--- src/rtl/rs_dispatch_arbiter_pkg.sv ---
// Shared definitions for the add/sub reservation-station dispatch arbiter.
// Holds the datapath width constants, the dispatch FSM state encoding and
// the packed payload that is launched into the add/sub unit (UA).
package rs_dispatch_arbiter_pkg;

   localparam int unsigned W_DATA = 16;
   localparam int unsigned W_OP   = 3;
   localparam int unsigned W_TAG  = 3;
   localparam int unsigned W_AGE  = 10;
   localparam int unsigned W_STAT = 16;

   typedef enum logic {
      IDLE = 1'b0,
      WAIT = 1'b1
   } disp_state_t;

   // Operands, opcode and tag handed to the UA on a dispatch.
   typedef struct packed {
      logic [W_DATA-1:0] a;
      logic [W_DATA-1:0] b;
      logic [W_OP-1:0]   op;
      logic [W_TAG-1:0]  tag;
   } fu_payload_t;

endpackage

--- src/rtl/rs_dispatch_arbiter_age_picker.sv ---
// Combinational oldest-first picker.
// Ports:
//   eligible   in  N_RS        stations allowed to compete this cycle
//   ages       in  N_RS*W_AGE  per-station age (already wrap-corrected)
//   win_oh_c   out N_RS        one-hot winner (0 when nothing eligible)
//   win_idx_c  out W_IDX       winner index
//   any_c      out 1           at least one station eligible
// Larger age wins; ties resolve to the lowest index.
module rs_dispatch_arbiter_age_picker
   import rs_dispatch_arbiter_pkg::*;
#(
   parameter int unsigned N_RS  = 4,
   parameter int unsigned W_IDX = $clog2(N_RS)
) (
   input  logic [N_RS-1:0]       eligible,
   input  logic [N_RS*W_AGE-1:0] ages,
   output logic [N_RS-1:0]       win_oh_c,
   output logic [W_IDX-1:0]      win_idx_c,
   output logic                  any_c
);

   logic [W_AGE-1:0] best_age;

   // Strictly-greater compare keeps the earliest index on ties.
   always_comb begin
      win_oh_c  = '0;
      win_idx_c = '0;
      any_c     = 1'b0;
      best_age  = '0;
      for (int i = 0; i < N_RS; i++) begin
         if (eligible[i] && (!any_c || (ages[i*W_AGE +: W_AGE] > best_age))) begin
            any_c     = 1'b1;
            best_age  = ages[i*W_AGE +: W_AGE];
            win_idx_c = W_IDX'(i);
         end
      end
      win_oh_c[win_idx_c] = any_c;
   end

endmodule

--- src/rtl/rs_dispatch_arbiter.sv ---
// Dispatch arbiter between the add/sub reservation stations and the shared
// add/sub unit (UA). Picks the oldest ready station, pulses fu_start and the
// winner's rs_grant for one cycle, and holds the operands until the next
// dispatch. A new dispatch happens from IDLE when the UA is not busy, or
// back-to-back from WAIT on the UA's fu_done pulse.
// Ports:
//   CLK, CLR                 clock (rising), async active-low reset
//   cur_count                current issue counter
//   rs_ready/age/val1/val2/op/tag   flattened per-station request fields
//   rs_grant                 one-hot grant pulse to the winning station
//   fu_busy, fu_done         UA status / result-confirm pulse
//   fu_start, fu_a, fu_b, fu_op, fu_tag   UA launch interface
// Optional (macro DISPATCH_STATS_EN):
//   stat_issued, stat_stall  saturating dispatch / stall counters
module rs_dispatch_arbiter
   import rs_dispatch_arbiter_pkg::*;
#(
   parameter int unsigned N_RS = 4
) (
   input  logic                   CLK,
   input  logic                   CLR,
   input  logic [W_AGE-1:0]       cur_count,
   input  logic [N_RS-1:0]        rs_ready,
   input  logic [N_RS*W_AGE-1:0]  rs_age,
   input  logic [N_RS*W_DATA-1:0] rs_val1,
   input  logic [N_RS*W_DATA-1:0] rs_val2,
   input  logic [N_RS*W_OP-1:0]   rs_op,
   input  logic [N_RS*W_TAG-1:0]  rs_tag,
   output logic [N_RS-1:0]        rs_grant,
   input  logic                   fu_busy,
   input  logic                   fu_done,
   output logic                   fu_start,
   output logic [W_DATA-1:0]      fu_a,
   output logic [W_DATA-1:0]      fu_b,
   output logic [W_OP-1:0]        fu_op,
`ifdef DISPATCH_STATS_EN
   output logic [W_TAG-1:0]       fu_tag,
   output logic [W_STAT-1:0]      stat_issued,
   output logic [W_STAT-1:0]      stat_stall
`else
   output logic [W_TAG-1:0]       fu_tag
`endif
);

   localparam int unsigned W_IDX = $clog2(N_RS);

   disp_state_t          state_q, state_d;
   logic [N_RS-1:0]      mask_q;
   logic [N_RS-1:0]      eligible_c;
   logic [N_RS*W_AGE-1:0] ages_c;
   logic [N_RS-1:0]      win_oh_c;
   logic [W_IDX-1:0]     win_idx_c;
   logic                 any_c;
   logic                 dispatch_c;
   fu_payload_t          win_pl_c;
   fu_payload_t          pl_q;

   // The just-granted station still shows ready while it clears; keep it out.
   assign eligible_c = rs_ready & ~mask_q;

   // Modular subtraction makes the age comparison safe across counter wrap.
   always_comb begin
      ages_c = '0;
      for (int i = 0; i < N_RS; i++) begin
         ages_c[i*W_AGE +: W_AGE] = cur_count - rs_age[i*W_AGE +: W_AGE];
      end
   end

   rs_dispatch_arbiter_age_picker #(
      .N_RS  (N_RS),
      .W_IDX (W_IDX)
   ) u_age_picker (
      .eligible  (eligible_c),
      .ages      (ages_c),
      .win_oh_c  (win_oh_c),
      .win_idx_c (win_idx_c),
      .any_c     (any_c)
   );

   // Winner's fields muxed out of the flattened station buses.
   always_comb begin
      win_pl_c.a   = rs_val1[win_idx_c*W_DATA +: W_DATA];
      win_pl_c.b   = rs_val2[win_idx_c*W_DATA +: W_DATA];
      win_pl_c.op  = rs_op[win_idx_c*W_OP +: W_OP];
      win_pl_c.tag = rs_tag[win_idx_c*W_TAG +: W_TAG];
   end

   // State register.
   always_ff @(posedge CLK or negedge CLR) begin
      if (!CLR) state_q <= IDLE;
      else      state_q <= state_d;
   end

   // Next-state and dispatch decision.
   always_comb begin
      state_d    = state_q;
      dispatch_c = 1'b0;
      case (state_q)
         IDLE: begin
            if (any_c && !fu_busy) begin
               dispatch_c = 1'b1;
               state_d    = WAIT;
            end
         end
         WAIT: begin
            if (fu_done) begin
               if (any_c) dispatch_c = 1'b1;
               else       state_d    = IDLE;
            end
         end
         default: state_d = IDLE;
      endcase
   end

   // Registered launch interface; payload holds between dispatches.
   always_ff @(posedge CLK or negedge CLR) begin
      if (!CLR) begin
         fu_start <= 1'b0;
         rs_grant <= '0;
         mask_q   <= '0;
         pl_q     <= '0;
      end else begin
         fu_start <= dispatch_c;
         rs_grant <= dispatch_c ? win_oh_c : '0;
         mask_q   <= dispatch_c ? win_oh_c : '0;
         if (dispatch_c) pl_q <= win_pl_c;
      end
   end

   assign fu_a   = pl_q.a;
   assign fu_b   = pl_q.b;
   assign fu_op  = pl_q.op;
   assign fu_tag = pl_q.tag;

`ifdef DISPATCH_STATS_EN
   // Saturating counters: dispatches, and cycles with demand but no dispatch.
   always_ff @(posedge CLK or negedge CLR) begin
      if (!CLR) begin
         stat_issued <= '0;
         stat_stall  <= '0;
      end else begin
         if (dispatch_c && (stat_issued != '1))
            stat_issued <= stat_issued + W_STAT'(1);
         if (any_c && !dispatch_c && (stat_stall != '1))
            stat_stall <= stat_stall + W_STAT'(1);
      end
   end
`endif

endmodule

--- config.mk ---
export PLATFORM = sky130hd
export DESIGN_NAME = rs_dispatch_arbiter
export DESIGN_NICKNAME = d
export VERILOG_FILES = /design/src/rtl/rs_dispatch_arbiter_pkg.sv /design/src/rtl/rs_dispatch_arbiter_age_picker.sv /design/src/rtl/rs_dispatch_arbiter.sv
export SDC_FILE = /design/constraint.sdc
export NUM_CORES = 1
export LEC_CHECK = 0
export ABC_CLOCK_PERIOD_IN_PS = 13790
export BUFFER_PORTS_ARGS = -buffer_cell sky130_fd_sc_hd__buf_2
export CORE_UTILIZATION = 51
export DETAILED_ROUTE_END_ITERATION = 6
export PLACE_DENSITY = 0.87
export SLEW_MARGIN = 10
export SYNTH_ARGS = -nofsm -noshare
export SYNTH_HDL_FRONTEND = slang
export SYNTH_SLANG_ARGS = --single-unit
--- constraint.sdc ---
create_clock -name CLK -period 13.79 [get_ports CLK]
set_input_delay 1.379 -clock CLK [delete_from_list [all_inputs] [get_ports CLK]]
set_output_delay 1.379 -clock CLK [all_outputs]
set_load 0.01 [all_outputs]
==> impl_metrics.py, run 1 <==
metrics = {
    "run_status": {
        "status": "finished clean",
    },
    "yosys": {
        "synth_top_area_share_pct": 21.27,
        "async_flop_share_pct": 100.0,
        "syn_area_per_cell_sq_um": 7.939,
        "ys.warnings.count": 0,
        "syn_area_sq_um": 5176,
        "yosysTopAreaCell": "dfrtp_1",
        "yosys-top-cells-area": "dfrtp_1, ha_1, o221ai_1",
        "yosysMostFrequentCell": "inv_1",
        "yosysSeqAreaShare_pct": 21.27,
        "synth_cell_types": 53,
        "synth-edff-count": 0,
        "synth_fp_nets": 932,
        "yosys_most_used_dff": "dfrtp_1",
        "synth-seq-cells": 44,
        "synth_common_cells": "inv_1, nand2_1, ha_1, dfrtp_1, and3_1",
        "netlist_instances": 652,
    },
    "timing": {
        "holdWs_ns": 0.4843,
        "fin_skew_ns": 0.009923,
        "fmax_mhz": 107.8,
        "rsz0062_at_grt": "no",
        "setup_ws_ns": 4.515,
        "tightest_slew_ns": 1.141,
        "finalSetupViolCount": 0,
        "tns_ns": 0,
        "period_minus_slack_ns": 9.275,
        "period_share_pct": 67.26,
        "relSlewSlack_pct": 23.74,
        "hold_viol_final": 0,
        "slew_violations": 0,
    },
    "grt": {
        "grt_pass1_wl_um": 25560,
        "antenna_found_initial": 0,
        "grt_pass1_vias": 5356,
        "overflow": 0,
        "grt_usage_pct": 31.00,
        "grt_max_degree": 55,
    },
    "floorplan": {
        "die_h_um": 102.7,
        "start_util_pct": 52.71,
        "dieArea_sq_um": 10560,
        "core_area_sq_um": 9819,
        "die-width_um": 102.7,
        "rows": 36,
        "io-pin-count": 253,
    },
    "cts": {
        "clock_latency_ns": 0.30,
        "cts_tree": "built",
        "htreeDepth": 2,
        "post_cts_buffers": 0,
        "cts_resized": 0,
        "cts-buffers-inserted": 5,
        "path_clk_slew_ns": 0.08,
        "clock_path_buffers": 2,
        "clock-sinks": 44,
        "cts_root_buf": "clkbuf_8",
        "hold_buffers": 0,
    },
    "cells_and_area": {
        "nets": 1161,
        "drive_above_1_share_pct": 32.09,
        "area_growth_pct": 27.99,
        "n_antenna_cell": 0,
    },
    "hold_path": {
        "hp-class": "reg -> reg",
    },
    "pwr": {
        "pwr-share-comb_pct": 63.5,
        "p_int_uw": 473.5,
        "pwr-share-seq_pct": 25.0,
        "switching_share_pct": 46.12,
        "clockPowerShare_pct": 11.6,
        "switchingPower_uw": 405.3,
        "finalPower_uw": 878.7,
        "powerDensity_nw_per_um2": 132.6,
        "cellLeakagePower_uw": 0.003613,
        "vdd_drop_max_mv": 0.06182,
    },
    "drt": {
        "drc": 0,
        "wl_per_cell_um": 16.97,
        "vias_per_cell": 5.767,
        "wirelength_um": 17220,
        "drt_first_pass_iters": 5,
        "dr.first_iter.drc_count": 353,
        "ant_nets": 0,
        "via_count": 5853,
    },
    "setup_path": {
        "crit_fanout": 54,
        "cp-end-kind": "flip-flop",
        "worstPathArrival_ns": 9.42,
        "cpMostUsedCell": "a211oi_1",
        "crit_required_ns": 13.93,
        "max_stage_delay_ns": 0.91,
        "crit_slowest_cell": "nor2_4",
        "crit_type": "in -> reg",
        "cp-start-kind": "input pin",
    },
    "place": {
        "portBuffers": 252,
        "gp_congestion": 0.9269,
        "place_ws_ns": 4.266,
        "dp_hpwl_um": 13880,
    },
    "flow_run": {
        "maxCapViolCount": 0,
    },
}
==> cell families after synthesis <==
logic type	after synthesis	synth area share (%)
flip-flops	44	21.27
XOR/XNOR	27	4.568
multiplexers	2	0.4109
buffers and inverters	117	8.774
adder cells (fa/ha/maj)	70	17.50
AND/OR/NAND/NOR	211	20.40
AO/OA/AOI/OAI	181	27.07
==> critical path: cells and delay by family <==
kind                       cells  cell delay, ns
AOI/OAI and AO/OA             14            2.31
xor gates and xnor gates       1            0.29
adders and majority gates      5            1.52
buffers and inverters          5            0.74
and+or+nand+nor               10            3.13
==> metal layers <==
layer | up-vias | GRT usage, % | wire, um
met1 | 2676 | 39.54 | 6891
li1 | 2829 | - | -
met4 | 0 | 9.967 | 418
met2 | 310 | 52.41 | 8281
met5 | - | 0 | 0
met3 | 38 | 6.441 | 1629
==> cell type report <==
type,instances,area [sq um]
Inverter,84,315.3
Clock buffer,5,68.82
Multi-Input combinational cell,491,3643
Clock inverter,3,46.29
Sequential cell,44,1101
Timing Repair Buffer,255,1284
Tap cell,133,166.4
Fill cell,886,3194
==> power by group through the flow <==
stage	registers (uW)	logic, uW	clock network [uW]
6_report	219	558	102
5_1_grt	225	614	108
4_1_cts	218	553	104
3_5_place_dp	219	551	0
3_3_place_gp	220	540	0
2_1_floorplan	242	343	0
==> cells in the final DEF, fill, tap and decap left out, types with 3 or more instances in the layout <==
| master | count |
|---|---|
| o211ai_1 | 3 |
| nor2_1 | 35 |
| clkbuf_8 | 5 |
| fa_1 | 4 |
| dfrtp_1 | 44 |
| o21ai_0 | 22 |
| nor3_1 | 10 |
| o21bai_1 | 4 |
| buf_4 | 3 |
| or2_2 | 3 |
| nand2_1 | 73 |
| a21oi_1 | 35 |
| xnor2_1 | 17 |
| nand2b_1 | 7 |
| o221ai_1 | 38 |
| ha_1 | 66 |
| a211oi_1 | 7 |
| nor2_4 | 3 |
| nand4_1 | 5 |
| and3_1 | 43 |
| nand3_1 | 8 |
| a21o_1 | 8 |
| buf_2 | 252 |
| o21a_1 | 11 |
| a221oi_1 | 28 |
| nor2b_1 | 9 |
| a221oi_2 | 10 |
| xor2_1 | 10 |
| a31oi_1 | 3 |
| inv_1 | 84 |
==> registers in the layout, summed over array words and instances, names as in the netlist <==
signal and flops:
fu_a 16, fu_b 16, mask_q 4, fu_op 3
fu_tag 3, fu_start 1, state_q 1
==> final timing paths <==
path | slack [ns] | to | startpoint | cells after the start
max | 4.52 | fu_a[8]$_DFFE_PN0P_ | cur_count[0] | 35
min | 0.48 | fu_a[7]$_DFFE_PN0P_ | fu_a[7]$_DFFE_PN0P_ | 2
max reg2reg | 6.45 | fu_a[8]$_DFFE_PN0P_ | mask_q[0]$_DFF_PN0_ | 29
min reg2reg | 0.48 | fu_a[7]$_DFFE_PN0P_ | fu_a[7]$_DFFE_PN0P_ | 2
max in group asynchronous | 11.94 | mask_q[0]$_DFF_PN0_ | CLR | 1
min in group asynchronous | 1.24 | fu_b[10]$_DFFE_PN0P_ | CLR | 1
==> through the flow <==
step                      util [%]  std cells  instance area (sq um)
after global routing         67.47       1015                   6625
after global placement       66.30       1007                   6510
after CTS                    67.47       1015                   6625
final                        67.47       1015                   6625
after floorplan                  -        652                   5176
after detailed placement     66.30       1007                   6510
Note: power is estimated with default switching activity, not from simulation.
==> run 2, diff against run 1 <==
--- a/config.mk
+++ b/config.mk
@@ -5,11 +5,11 @@
 export SDC_FILE = /design/constraint.sdc
 export NUM_CORES = 1
 export LEC_CHECK = 0
-export ABC_CLOCK_PERIOD_IN_PS = 13790
+export ABC_CLOCK_PERIOD_IN_PS = 7490
 export BUFFER_PORTS_ARGS = -buffer_cell sky130_fd_sc_hd__buf_2
-export CORE_UTILIZATION = 51
+export CORE_UTILIZATION = 43
 export DETAILED_ROUTE_END_ITERATION = 6
-export PLACE_DENSITY = 0.87
+export PLACE_DENSITY = 0.78
 export SLEW_MARGIN = 10
 export SYNTH_ARGS = -nofsm -noshare
 export SYNTH_HDL_FRONTEND = slang
==> constraint.sdc (replaced) <==
create_clock -name CLK -period 7.49 [get_ports CLK]
set_input_delay 0.749 -clock CLK [delete_from_list [all_inputs] [get_ports CLK]]
set_output_delay 0.749 -clock CLK [all_outputs]
set_load 0.01 [all_outputs]
==> impl_metrics.py, run 2 (same netlist as run 1, synthesis figures left out) <==
metrics = {
    "setup_path": {
        "crit_required_ns": 7.67,
        "reg2reg_slack_ns": 1.41,
        "crit_slowest_cell": "fa_1",
        "cp-start-kind": "input pin",
        "cp.buffers_inverters": 5,
        "max_stage_delay_ns": 0.42,
        "path_depth": 33,
        "cpMostUsedCell": "ha_1",
        "worstPathArrival_ns": 7.25,
        "ff2ff_path_depth": 28,
        "r2r_start": "mask_q[0]$_DFF_PN0_",
        "reg2reg_to": "fu_b[0]$_DFFE_PN0P_",
        "critical_path.startpoint": "cur_count[0]",
        "crit_type": "in -> reg",
        "cp-end-kind": "flip-flop",
        "path_delay_family": "compound AO/OA/AOI/OAI gates",
        "crit_path_end": "fu_b[0]$_DFFE_PN0P_",
        "crit_fanout": 39,
    },
    "floorplan": {
        "die-width_um": 111.7,
        "io-pin-count": 253,
        "rows": 39,
        "dieArea_sq_um": 12480,
        "start_util_pct": 44.76,
        "die_h_um": 111.7,
        "core_area_sq_um": 11560,
    },
    "grt": {
        "overflow": 0,
        "grt_pass1_wl_um": 27410,
        "grt_pass1_vias": 5509,
        "grt_usage_pct": 27.39,
        "grt_max_degree": 45,
        "antenna_found_initial": 2,
    },
    "cts": {
        "path_clk_slew_ns": 0.06,
        "clock_latency_ns": 0.28,
        "cts_tree": "built",
        "clock-sinks": 44,
        "cts_root_buf": "clkbuf_16",
        "hold_buffers": 0,
        "clock_path_buffers": 2,
        "htreeDepth": 2,
        "cts-buffers-inserted": 5,
    },
    "timing": {
        "tns_ns": 0,
        "hold_viol_final": 0,
        "relSlewSlack_pct": 32.10,
        "finalSetupViolCount": 0,
        "period_minus_slack_ns": 7.065,
        "period_share_pct": 94.32,
        "fin_skew_ns": 0.004637,
        "slew_violations": 0,
        "fmax_mhz": 141.5,
        "tightest_slew_ns": 1.018,
    },
    "place": {
        "gp_congestion": 0.8821,
        "portBuffers": 252,
        "place_inst": 1026,
        "dp_hpwl_um": 14290,
    },
    "drt": {
        "drc": 20,
        "wirelength_um": 17640,
        "via_count": 5834,
        "drt_first_pass_iters": 7,
        "dr.first_iter.drc_count": 439,
        "vias_per_cell": 5.642,
        "ant_nets": 0,
        "wl_per_cell_um": 17.06,
    },
    "flow_run": {
        "maxCapViolCount": 0,
    },
    "hold_path": {
        "hp-class": "reg -> reg",
    },
    "run_status": {
        "status": "finished with violations",
        "violations": "DRC",
    },
    "cells_and_area": {
        "area_growth_pct": 31.38,
        "final_common_cell": "buf_2",
        "nFillCells": 1110,
        "finalNonFillerCells": 1034,
        "n_antenna_cell": 0,
        "drive_above_1_share_pct": 34.01,
        "nets": 1171,
        "final_cell_mix": "buf_2, inv_1, nand2_1",
    },
    "pwr": {
        "cellLeakagePower_uw": 0.003691,
        "powerDensity_nw_per_um2": 247.7,
        "vdd_drop_max_mv": 0.09990,
    },
}
run 2: cell types whose count changed in the layout (fill, tap and decap cells not counted), sizes merged:
| cell | change |
|---|---|
| bufinv | -1 |
| inv | -1 |
| buf | +10 |
| clkinv | +1 |
run 2: tightest hold or removal path: cells and delay by family, from the launching register on:
family	cells	cell delay, ns
compound gates	1	0.06
simple gates	1	0.05
flops	1	0.33
run 2: worst min-delay path by stage:
stage	from	endpoint	slack, ns	cells past startpoint
after floorplan	CLR	fu_a[0]$_DFFE_PN0P_	0.45	0
after CTS	fu_op[0]$_DFFE_PN0P_	fu_op[0]$_DFFE_PN0P_	0.48	2
after global routing	fu_b[5]$_DFFE_PN0P_	fu_b[5]$_DFFE_PN0P_	0.50	2
after global placement	fu_a[10]$_DFFE_PN0P_	fu_a[10]$_DFFE_PN0P_	0.46	2
final	fu_b[5]$_DFFE_PN0P_	fu_b[5]$_DFFE_PN0P_	0.49	2
after detailed placement	fu_b[13]$_DFFE_PN0P_	fu_b[13]$_DFFE_PN0P_	0.47	2
run 2: routing by layer:
metal | share of wire, % | vias to the layer above | track usage [%]
met5 | 0.074 | - | 0
met2 | 48 | 223 | 48.03
met1 | 44 | 2726 | 35.20
met3 | 6.3 | 28 | 4.246
li1 | - | 2855 | -
met4 | 1.9 | 2 | 6.216
run 2: layout make-up:
type	instances	area (sq um)	area share (%)
clock buffers	5	125.1	1.840
clock inverters	2	12.51	0.1840
inverters	84	315.3	4.637
multi-input cells	491	3684	54.17
flip-flops and latches	44	1101	16.19
well taps	143	178.9	2.631
repair buffers	265	1384	20.35
run 2: power by group:
part           leakage, uW  internal [uW]  total [uW]  switching [uW]
Sequential        0.000548            341         399            58.3
Combinational      0.00308            462        1070             609
Clock            0.0000657            121         213            92.2
Total              0.00369            925        1680             760
run 2: repair_timing:
action / CTS / global route
endpoints found under the setup margin: 0 / 42
hold endpoints to repair: 0 / 0
gates resized for setup: 0 / 11
setup buffers: 0 / 1
run 2: stage by stage:
step                area, sq um  power, uW  utilization, %  hold WS, ns  setup WS [ns]
floorplan                  5176       1078               -       0.4534         0.3845
global placement           6615       1438           57.20       0.4637      -0.005949
detailed placement         6615       1456           57.20       0.4674        -0.1345
CTS                        6753       1673           58.39       0.4845         0.1527
global route               6800       1820           58.80       0.4996       -0.03749
finish                     6800       1685           58.80       0.4860         0.4253
